### config.mk
export PLATFORM = sky130hd
export DESIGN_NAME = ifetch_prefetch
export DESIGN_NICKNAME = d
export VERILOG_FILES = /design/src/rtl/ifetch_prefetch_pkg.sv /design/src/rtl/ifetch_fifo.sv /design/src/rtl/ifetch_prefetch.sv
export SDC_FILE = /design/constraint.sdc
export NUM_CORES = 1
export LEC_CHECK = 0
export ABC_AREA = 0
export CORE_MARGIN = 1
export CORE_UTILIZATION = 50
export DETAILED_ROUTE_END_ITERATION = 8
export MAX_ROUTING_LAYER = met4
export PLACE_DENSITY = 0.89
export RECOVER_POWER = 25
export SETUP_SLACK_MARGIN = 0.5
export SLEW_MARGIN = 20
export SYNTH_ARGS = -nofsm -noshare
export SYNTH_HDL_FRONTEND = slang
export SYNTH_SLANG_ARGS = --single-unit
### constraint.sdc
create_clock -name clock -period 6.1 [get_ports clock]
set_input_delay 1.83 -clock clock [delete_from_list [all_inputs] [get_ports clock]]
set_output_delay 1.83 -clock clock [all_outputs]
set_load 0.02 [all_outputs]
### src/rtl/ifetch_prefetch_pkg.sv
// Shared definitions for the prefetching fetch stage: memory base, instruction width,
// realigner decision record and the compressed-opcode length check.
package ifetch_prefetch_pkg;

  localparam logic [63:0] PMEM_START = 64'h0000_0000_8000_0000;
  localparam int          INST_W     = 32;

  // One realigner decision: what decode sees and whether the FIFO head retires.
  typedef struct packed {
    logic              valid;
    logic              rvc;
    logic              pop;
    logic [INST_W-1:0] inst;
  } align_t;

  // Compressed instructions are those whose low two opcode bits are not 2'b11.
  function automatic logic is_rvc(input logic [1:0] op);
    return op != 2'b11;
  endfunction

endpackage

### src/rtl/ifetch_fifo.sv
// Synchronous DEPTH x 32 word FIFO with push, pop, synchronous clear, occupancy count
// and combinational peek of the head and the entry behind it.
module ifetch_fifo
  import ifetch_prefetch_pkg::*;
#(
  parameter  int DEPTH = 4,
  localparam int AW    = $clog2(DEPTH),
  localparam int CW    = $clog2(DEPTH + 1)
) (
  input  logic              clock,
  input  logic              reset,
  input  logic              clear,
  input  logic              push,
  input  logic [INST_W-1:0] push_data,
  input  logic              pop,
  output logic [CW-1:0]     count,
  output logic [INST_W-1:0] head,
  output logic [INST_W-1:0] head1
);

  logic [INST_W-1:0] mem [DEPTH];
  logic [AW-1:0]     wr_ptr;
  logic [AW-1:0]     rd_ptr;
  logic [AW-1:0]     rd_next;
  logic              do_push;
  logic              do_pop;

  assign do_push = push && !clear;
  assign do_pop  = pop && !clear && (count != '0);
  assign rd_next = rd_ptr + 1'b1;
  assign head    = mem[rd_ptr];
  assign head1   = mem[rd_next];

  // NOTE: the storage array is deliberately not reset; only pointers and count are, and
  // an entry is never read before a push has written it.
  always_ff @(posedge clock) begin
    if (do_push) mem[wr_ptr] <= push_data;
  end

  // NOTE: sequential state uses non-blocking assignments only, so every flop samples
  // the pre-edge value of its neighbours regardless of block evaluation order.
  always_ff @(posedge clock or posedge reset) begin
    if (reset) begin
      wr_ptr <= '0;
      rd_ptr <= '0;
      count  <= '0;
    end else if (clear) begin
      wr_ptr <= '0;
      rd_ptr <= '0;
      count  <= '0;
    end else begin
      if (do_push) wr_ptr <= wr_ptr + 1'b1;
      if (do_pop)  rd_ptr <= rd_next;
      case ({do_push, do_pop})
        2'b10:   count <= count + 1'b1;
        2'b01:   count <= count - 1'b1;
        default: count <= count;
      endcase
    end
  end

  // The credit rule upstream guarantees a free slot for every accepted response.
  overflow_chk: assert property (@(posedge clock) disable iff (reset)
    !(do_push && (count == CW'(DEPTH))));

endmodule

### src/rtl/ifetch_prefetch.sv
// Prefetching fetch stage: credit-limited word requests, in-order response buffering,
// redirect flush with stale-response dropping, and 16/32-bit realignment for decode.
// Compressed (RVC) support is built only when IFETCH_RVC_EN is defined.
module ifetch_prefetch
  import ifetch_prefetch_pkg::*;
#(
  parameter int              XLEN     = 64,
  parameter logic [XLEN-1:0] RESET_PC = XLEN'(PMEM_START),
  parameter int              DEPTH    = 4
) (
  input  logic              clock,
  input  logic              reset,
  output logic              req_valid_o,
  input  logic              req_ready_i,
  output logic [XLEN-1:0]   req_addr_o,
  input  logic              rsp_valid_i,
  input  logic [INST_W-1:0] rsp_data_i,
  input  logic              redirect_i,
  input  logic [XLEN-1:0]   redirect_pc_i,
  output logic              out_valid_o,
  input  logic              out_ready_i,
  output logic [XLEN-1:0]   out_pc_o,
  output logic [INST_W-1:0] out_inst_o,
  output logic              out_rvc_o
);

  localparam int              CW        = $clog2(DEPTH + 1);
  localparam logic [CW:0]     CREDITS   = (CW + 1)'(DEPTH);
  localparam logic [XLEN-1:0] WORD_MASK = ~XLEN'(3);
`ifdef IFETCH_RVC_EN
  localparam logic [XLEN-1:0] PC_MASK   = ~XLEN'(1);
`else
  localparam logic [XLEN-1:0] PC_MASK   = ~XLEN'(3);
`endif

  logic [XLEN-1:0]   fetch_addr;
  logic [XLEN-1:0]   out_pc;
  logic [XLEN-1:0]   pc_step;
  logic [CW-1:0]     outstanding;
  logic [CW-1:0]     drop_cnt;
  logic [CW-1:0]     fifo_count;
  logic [CW:0]       credit_used;
  logic [INST_W-1:0] w0;
  logic [INST_W-1:0] w1;
  logic              req_fire;
  logic              push;
  logic              pop;
  logic              out_fire;
  align_t            al;

  // Requests in flight plus buffered words never exceed the FIFO size.
  assign credit_used = {1'b0, outstanding} + {1'b0, fifo_count};
  assign req_valid_o = !reset && !redirect_i && (credit_used < CREDITS);
  assign req_fire    = req_valid_o && req_ready_i;
  assign req_addr_o  = fetch_addr;

  // A response in a redirect cycle belongs to the old stream and is discarded.
  assign push     = rsp_valid_i && (drop_cnt == '0) && !redirect_i;
  assign out_fire = al.valid && out_ready_i && !redirect_i;
  assign pop      = out_fire && al.pop;

  ifetch_fifo #(.DEPTH(DEPTH)) u_fifo (
    .clock     (clock),
    .reset     (reset),
    .clear     (redirect_i),
    .push      (push),
    .push_data (rsp_data_i),
    .pop       (pop),
    .count     (fifo_count),
    .head      (w0),
    .head1     (w1)
  );

  always_comb begin
    // NOTE: the whole record gets a default before any branch, so no path can leave a
    // field unassigned and infer a latch.
    al = '0;
`ifdef IFETCH_RVC_EN
    if (!out_pc[1]) begin
      al.valid = fifo_count != '0;
      if (is_rvc(w0[1:0])) begin
        al.rvc  = 1'b1;
        al.inst = INST_W'(w0[15:0]);
      end else begin
        al.pop  = 1'b1;
        al.inst = w0;
      end
    end else if (is_rvc(w0[17:16])) begin
      al.valid = fifo_count != '0;
      al.rvc   = 1'b1;
      al.pop   = 1'b1;
      al.inst  = INST_W'(w0[31:16]);
    end else begin
      // Straddling 32-bit instruction: upper half of head, lower half of the next word.
      al.valid = fifo_count >= CW'(2);
      al.pop   = 1'b1;
      al.inst  = {w1[15:0], w0[31:16]};
    end
`else
    al.valid = fifo_count != '0;
    al.pop   = 1'b1;
    al.inst  = w0;
`endif
  end

`ifndef IFETCH_RVC_EN
  logic unused_w1;
  assign unused_w1 = ^w1;
`endif

  assign pc_step     = al.rvc ? XLEN'(2) : XLEN'(4);
  assign out_valid_o = al.valid;
  assign out_inst_o  = al.inst;
  assign out_rvc_o   = al.rvc;
  assign out_pc_o    = out_pc;

  always_ff @(posedge clock or posedge reset) begin
    if (reset) begin
      fetch_addr  <= RESET_PC & WORD_MASK;
      out_pc      <= RESET_PC & PC_MASK;
      outstanding <= '0;
      drop_cnt    <= '0;
    end else begin
      if (redirect_i) begin
        fetch_addr <= redirect_pc_i & WORD_MASK;
        out_pc     <= redirect_pc_i & PC_MASK;
        drop_cnt   <= outstanding - CW'(rsp_valid_i);
      end else begin
        if (req_fire) fetch_addr <= fetch_addr + XLEN'(4);
        if (out_fire) out_pc <= out_pc + pc_step;
        if (rsp_valid_i && (drop_cnt != '0)) drop_cnt <= drop_cnt - 1'b1;
      end
      outstanding <= outstanding + CW'(req_fire) - CW'(rsp_valid_i);
    end
  end

  // Memory returns exactly one response per accepted request.
  rsp_underflow_chk: assert property (@(posedge clock) disable iff (reset)
    rsp_valid_i |-> (outstanding != '0));

endmodule
=== After elaboration in Yosys (flattened, before gate mapping) ===
Memory sizes are Yosys's and may differ from the RTL's.
Cells that the tools add are included.

* Bits in registers: 141
* Word-level logic and storage cells: 58
* Memories: 1
* Input port bits: 102
* Bits in writable memories: 128
* Output and inout port bits: 163

* Eq/ne operators: 2
* Add/subtract/negate cells: 11
* Mux-type cells: 14
* Magnitude comparators: 1
* Reduce and logical (&&, ||, !) cells: 22

{| class="wikitable"
|+ Memories
! name !! depth !! bits a word !! read ports !! clocked after memory_dff !! wr ports !! RTL line !! RTL
|-
| u_fifo.mem || 4 || 32 || 1 || 0 || 1 || ifetch_fifo.sv:21 || <nowiki>logic [INST_W-1:0] mem [DEPTH];</nowiki>
|}

{| class="wikitable"
|+ Operator list
! kind !! count
|-
| $mux W64 || 4
|-
| $add A64 B3 Y64 const B || 2
|-
| $logic_and A1 B1 Y1 || 11
|-
| $reduce_bool A2 Y1 || 5
|-
| $mux W3 || 3
|-
| $reduce_bool A3 Y1 || 3
|-
| $mux W2 || 4
|-
| $pmux W3 S2 || 1
|-
| $sub A3 B1 Y3 || 2
|-
| $sub A3 B1 Y3 const B || 2
|-
| $add A2 B1 Y2 const B || 2
|-
| $add A3 B3 Y4 || 1
|-
| $lt A4 B3 Y1 const B || 1
|-
| $add A3 B1 Y3 || 1
|-
| $add A3 B1 Y3 const B || 1
|-
| $logic_not A3 Y1 || 1
|-
| $eq A2 B1 Y1 const B || 1
|-
| $eq A2 B2 Y1 const B || 1
|-
| $logic_not A1 Y1 || 2
|-
| $mux W1 || 2
|}

=== Depth between registers and ports, before layout ===
Gate-level depths: netlist of the first run.

* Depth after elaboration: 8
* Gate-level depth with buffers: 13
* Depth with buffers taken out: 10

=== Hierarchy ===
Synthesis of the first run repeated with hierarchy kept, for this count alone.

* Cells, all modules: 1133
* Area, all modules: 13496.7 um^2

{| class="wikitable"
|+ Modules (own cells, without submodules)
! module !! instances !! area each (um^2) !! cells an instance !! seq. area each (um^2)
|-
| ifetch_prefetch || 1 || 7611.0 || 873 || 3255.6
|-
| ifetch_fifo || 1 || 5885.6 || 260 || 4018.9
|}

=== Worst setup path after synthesis of the first run ===
OpenSTA, ideal clock, no wires.

* Path kind: input port to output port
* From: in redirect_i
* To: out req_valid_o
* Required time: 4.270 ns
* Setup slack: 1.981 ns
* Buffers on the path: 0
* Stages on the path: 2
* Data arrival time: 2.289 ns
* Cells stage by stage: nor3_1 > and3_1

* Word-level cells in the longest chain between the ends: 3

{| class="wikitable"
|+ Ends and longest elaborated chain
! what !! RTL line !! RTL
|-
| from (decl) || ifetch_prefetch.sv:18 || <nowiki>input logic redirect_i,</nowiki>
|-
| $logic_not A1 Y1 || ifetch_prefetch.sv:53 || <nowiki>assign req_valid_o = !reset && !redirect_i && (credit_used < CREDITS);</nowiki>
|-
| $logic_and A1 B1 Y1 (2 in a row) || ifetch_prefetch.sv:53 ||
|-
| to (decl) || ifetch_prefetch.sv:13 || <nowiki>output logic req_valid_o,</nowiki>
|}

Every way passes these cells.

=== Final worst setup path of the first run ===
* From: in reset
* To: out req_valid_o

* Word-level cells in the longest chain between the ends: 3

{| class="wikitable"
|+ Ends and longest elaborated chain
! what !! RTL line !! RTL
|-
| from (decl) || ifetch_prefetch.sv:12 || <nowiki>input logic reset,</nowiki>
|-
| $logic_not A1 Y1 (no source line) || - ||
|-
| $logic_and A1 B1 Y1 (2 in a row) || ifetch_prefetch.sv:53 ||
|}

Every way passes these cells.

==> run_results.csv, run 1 <==
group,metric,value,unit
global_route,grt_pass1_vias,10500,
yosys,post-synth-top-area-cell,"edfxtp_1",
pwr,clock_power_share,0.321,
final_layout,fin_util,0.666,
die,row_count,58,
pwr,leakage,6.08,nW
yosys,ys_warn_count,0,
yosys,synth_area_leaders,"edfxtp_1 (30%), dfrtp_1 (26%), mux4_2 (5.6%)",
die,die-area,26600,um2
clock_network,post-cts-setup-buffers,0,
yosys,avgSynthCellArea,11.6,um2
yosys,synth_edf_count,128,
critical_path,critPathCaptureType,"output pin",
final_layout,final_cells,1730,
clock_network,clock-sinks,265,
flow_run,cap_violations,1,
clock_network,cts_hold_buf,0,
clock_network,cts_buffers,29,
drt,dr.pass1.iters,5,
final_layout,fin_area,16900,um2
clock_network,cts_tree,"yes",
yosys,synthArstFlopShare,0.517,
pwr,switching_share,0.313,
timing,finalHoldViolCount,0,
global_route,grt_pass1_wl,60000,um
final_layout,area_growth_syn_to_layout,30.2,%
drt,routed_via_density,6.30,
final_layout,fillers,1817,
worst_hold_path,hp-class,"flop to flop",
yosys,synth_top_area_frac,0.297,
die,die_h,163,um
timing,finalSetupViolations,0,
clock_network,cts_root_buffer,"clkbuf_16",
global_route,grt_max_degree,81,
run_status,outcome,"finished, violations left",
clock_network,h-tree-depth,1,
yosys,ys_seq_area_frac,0.561,
final_layout,fin_nets,1490,
critical_path,crit_path_start_kind,"input port",
drt,drcViolationCount,0,
place,port_buffers,257,
clock_network,cts.clk_slew.worst_paths,0.06,ns
critical_path,crit_path_top_delay_cell,"clkdlybuf4s50_1",
drt,detail-route-antenna-nets,0,
global_route,grt_use_total,0.305,
yosys,synth-seq-cells,265,
timing,max_clock_freq,195,MHz
drt,wl_per_cell,22.9,um
pwr,internal-power,3.74,mW
place,pre_cts_ws,1.08,ns
clock_network,clockBufferDepth,3,
timing,rsz0062_at_grt,"no",
pwr,p_per_area,323,nW/um2
timing,setup_ws,0.977,ns
pwr,vdd_ir_drop_max,0.247,mV
pwr,power_frac_seq,0.422,
drt,routed-via-count,10900,
critical_path,cp.arrival,3.29,ns
yosys,netlist_area,13000,um2
timing,slew_violations,58,
timing,finClkSkew,0.0197,ns
yosys,syn_inst,1113,
critical_path,worstPathCellList,"dlygate4sd3_1 > nor2_1 > and3_1 > clkdlybuf4s50_1",
yosys,ys_top_cells_by_count,"dfrtp_1 (135), edfxtp_1 (128), nand2_1 (99)",
die,die_w,163,um
pwr,power_frac_comb,0.257,
timing,min_period,5.12,ns
timing,timing.hold.ws,0.533,ns
clock_network,clock_latency,0.55,ns
place,place_congestion,0.973,
drt,drt_iter0_drc,1202,
critical_path,crit_required,4.27,ns
critical_path,cp_max_fo,2,
yosys,synth-main-ff-cell,"dfrtp_1",
pwr,p_sw,1.70,mW
final_layout,drive_gt1_frac,0.0890,
critical_path,cpPeakStageDelay,0.60,ns
place,dp_hpwl,27600,um
yosys,synth_cell_type_count,61,
critical_path,crit_buf_inv,2,
yosys,synth.most_common_cell,"dfrtp_1",
clock_network,ctsResizeCount,0,
pwr,p_total,5.45,mW
timing,slew_headroom,-0.801,
drt,wl,39700,um
timing,finalCritPeriodShare,0.840,
critical_path,critPathTopFamily,"buffers and inverters",
timing,fin_tns_setup,0,ns
place,dp_cells,1671,
run_status,violations,"max-capacitance violations, max-slew violations",
global_route,grt-ovfl-total,0,
die,core_area,25300,um2
critical_path,critPathKind,"input port to output pin",
die,pin_count,265,
place,dpl_cell_area,15900,um2
die,start_util,0.512,
timing,worst_slew_pin_slew,2.69,ns
global_route,antenna_found_initial,5,
flip-flops by register name (all words and copies together) (netlist names):
name and flops:
out_pc_o 62, drop_cnt 3, u_fifo.mem 128, req_addr_o 62, u_fifo.wr_ptr 2, u_fifo.count 3
u_fifo.rd_ptr 2, outstanding 3
final cells by class:
cell class	instances	area (um2)	share of cell area
Timing Repair Buffer	278	2740	0.162
Tap cell	330	413	0.0245
Inverter	23	87.6	0.00519
Clock buffer	37	786	0.0466
Clock inverter	16	161	0.00957
Sequential cell	265	7280	0.431
Multi-Input combinational cell	775	5390	0.319
Antenna cell	6	15.0	0.000890
power groups by stage:
stage / Combinational [mW] / Clock (mW) / Sequential, mW
after floorplan: 0.707 / 0 / 2.34
after global placement: 1.36 / 0 / 2.31
after detailed placement: 1.39 / 0 / 2.32
after CTS: 1.41 / 1.76 / 2.29
after global routing: 1.50 / 1.82 / 2.32
final: 1.40 / 1.75 / 2.30
cell families (layout without fill, tap and decap cells):
group	Yosys count	in the layout	synth area share
xor gates and xnor gates	59	59	0.0399
AOI/OAI and AO/OA	170	170	0.0857
DFF	265	265	0.561
adders and majority gates	16	16	0.0166
and+or+nand+nor	466	466	0.194
other	1	11	0.000289
buffers and inverters	77	354	0.0239
muxes	59	59	0.0778
metal layers:
| layer | up-vias | wire length (um) | global-route usage |
|---|---|---|---|
| met5 | - | 0 | - |
| met4 | 0 | 1750 | 0.124 |
| met3 | 108 | 4140 | 0.0779 |
| met2 | 616 | 18700 | 0.481 |
| met1 | 5357 | 15100 | 0.375 |
| li1 | 4811 | - | - |
layout by cell type, fill, tap and decap left out, types with 12 or more instances in the layout:
cell,instances
clkdlybuf4s50_1,223
dfrtp_1,134
edfxtp_1,128
nand2_1,99
nand3_1,86
nand4_1,69
nor2_1,58
o21ai_0,44
xor2_1,39
dlygate4sd3_1,33
mux4_2,32
clkbuf_16,29
o211ai_1,28
a31oi_1,24
and2_1,23
nor3_1,22
inv_1,21
and3_1,21
buf_4,21
xnor2_1,20
or3_1,19
or4_1,16
and4_1,14
a21oi_1,14
nor4_1,14
ha_1,14
mux2_2,13
mux2i_1,13
o21ai_1,13
o311ai_0,12
worst paths after layout:
path | end | start | slack [ns] | cells after the start
setup / recovery | req_valid_o | reset | 0.98 | 4
hold / removal | outstanding[0] | outstanding[0] | 0.53 | 1
setup reg to reg | req_addr_o[40] | u_fifo.count[2] | 2.94 | 7
hold reg to reg | outstanding[0] | outstanding[0] | 0.53 | 1
max in group asynchronous | u_fifo.rd_ptr[0] | reset | 2.18 | 2
min in group asynchronous | out_pc_o[24] | reset | 2.53 | 2
Note: power is estimated with default switching activity, not from simulation.
==> run 2: changes to the inputs <==
==> constraint.sdc (replaced) <==
create_clock -name clock -period 4.85 [get_ports clock]
set_input_delay 1.455 -clock clock [delete_from_list [all_inputs] [get_ports clock]]
set_output_delay 1.455 -clock clock [all_outputs]
set_load 0.02 [all_outputs]
==> run_results.csv, run 2 (same netlist as run 1, synthesis figures left out) <==
group,metric,value,unit
global_route,grt_use_total,0.309,
critical_path,cp.arrival,2.92,ns
timing,min_period,4.37,ns
timing,finalHoldViolCount,0,
clock_network,clock-sinks,265,
timing,max_clock_freq,229,MHz
drt,wl,40000,um
clock_network,cts.clk_slew.worst_paths,0.06,ns
final_layout,final_cell_mix,"clkdlybuf4s50_1 (223), dfrtp_1 (134), edfxtp_1 (128)",
die,die-area,26600,um2
clock_network,clockBufferDepth,3,
final_layout,top_register,"u_fifo.mem",
clock_network,post-cts-setup-buffers,0,
pwr,clock_power_share,0.321,
global_route,grt_max_degree,81,
timing,rsz0062_at_grt,"no",
timing,finalCritPeriodShare,0.902,
drt,detail-route-antenna-nets,0,
worst_hold_path,holdPathStages,1,
worst_hold_path,hp-class,"flop to flop",
final_layout,drive_gt1_frac,0.0938,
final_layout,fillers,1827,
global_route,grt_pass1_wl,60800,um
die,start_util,0.512,
timing,setup_ws,0.477,ns
critical_path,cpPeakStageDelay,0.60,ns
clock_network,clock_latency,0.54,ns
critical_path,rr_worst_depth,6,
critical_path,worstPathCellList,"dlygate4sd3_1 > nor2_1 > and3_1 > clkdlybuf4s50_1",
global_route,grt-ovfl-total,0,
pwr,power_frac_seq,0.419,
critical_path,crit_required,3.39,ns
timing,timing.hold.ws,0.536,ns
timing,worst_slew_pin_slew,1.15,ns
clock_network,cts_root_buffer,"clkbuf_16",
final_layout,fin_nets,1493,
die,core_area,25300,um2
place,place_congestion,0.983,
timing,slew_violations,0,
critical_path,crit_path_start_kind,"input port",
die,die_w,163,um
drt,routed_via_density,6.33,
clock_network,cts_tree,"yes",
critical_path,critPathCaptureType,"output pin",
die,row_count,58,
place,dp_hpwl,27900,um
place,pre_cts_ws,0.508,ns
pwr,switching_share,0.310,
pwr,vdd_ir_drop_max,0.295,mV
global_route,antenna_found_initial,4,
pwr,power_frac_comb,0.260,
critical_path,critPathKind,"input port to output pin",
global_route,grt_pass1_vias,10800,
final_layout,area_growth_syn_to_layout,30.6,%
final_layout,largest_reg_flops,128,
final_layout,final_common_cell,"clkdlybuf4s50_1",
drt,wl_per_cell,23.1,um
run_status,outcome,"complete, no violations",
drt,routed-via-count,11000,
critical_path,crit_path_top_delay_cell,"clkdlybuf4s50_1",
place,port_buffers,257,
die,pin_count,265,
timing,fin_tns_setup,0,ns
flow_run,cap_violations,0,
clock_network,h-tree-depth,1,
pwr,p_per_area,406,nW/um2
pwr,p_sw,2.13,mW
timing,finalSetupViolations,0,
timing,finClkSkew,0.0127,ns
pwr,leakage,6.11,nW
drt,dr.pass1.iters,7,
pwr,internal-power,4.74,mW
die,die_h,163,um
timing,slew_headroom,0.226,
clock_network,cts_buffers,28,
drt,drt_iter0_drc,1303,
drt,drcViolationCount,0,
critical_path,cp_max_fo,2,
run 2: changes by cell type in the layout (fill, tap and decap cells not counted), moves of 2 or more:
cell | previous run | this run
clkinv_1 | 7 | 4
clkinv_4 | 2 | 0
buf_4 | 21 | 24
clkinv_2 | 2 | 5
clkbuf_8 | 3 | 5
run 2: cell type report:
| class | instances | area [um2] | area share |
|---|---|---|---|
| inverter | 23 | 87.6 | 0.00518 |
| timing repair buffer | 282 | 2780 | 0.164 |
| antenna | 5 | 12.5 | 0.000740 |
| tap | 330 | 413 | 0.0244 |
| clock buffer | 38 | 810 | 0.0478 |
| multi-input combinational | 775 | 5390 | 0.319 |
| sequential | 265 | 7280 | 0.430 |
| clock inverter | 14 | 146 | 0.00865 |
run 2: final timing paths:
path | start | end | slack, ns
max reg2reg | out_pc_o[8] | out_pc_o[59] | 1.82
min reg2reg | outstanding[0] | outstanding[0] | 0.54
min in group asynchronous | reset | out_pc_o[30] | 1.64
min | outstanding[0] | outstanding[0] | 0.54
max | reset | req_valid_o | 0.48
max in group asynchronous | reset | u_fifo.rd_ptr[0] | 2.16
run 2: per-stage QoR:
step	util	cell area [um2]	cells	total power, mW
after global placement	0.630	16000	1675	4.63
after CTS	0.668	16900	1727	6.89
final	0.668	16900	1732	6.87
after floorplan	-	13000	1117	3.84
after global routing	0.668	16900	1731	7.13
after detailed placement	0.630	16000	1675	4.68
run 2: worst max-delay path: cells and delay by family:
kind	cells	cell delay, ns
buffers and inverters	2	1.18
AND/OR/NAND/NOR	2	0.29
run 2: repair_timing:
action                     in CTS  in global routing
resized for setup               0                  1
setup endpoints to repair       0                  8
hold buffers                    0                  0
hold endpoints to repair        0                  0
run 2: power groups by stage:
stage	clock network, mW	registers [mW]	logic (mW)
finish	2.21	2.88	1.78
detailed placement	0	2.91	1.77
CTS	2.23	2.87	1.79
floorplan	0	2.95	0.889
global route	2.31	2.92	1.91
global placement	0	2.90	1.74
run 2: per-layer routing:
metal  vias up  track usage  share of wire
met2       654        0.479           0.47
li1       4813            -              -
met5         -            -              0
met3       107       0.0723           0.10
met4         0        0.130          0.040
met1      5398        0.389           0.39
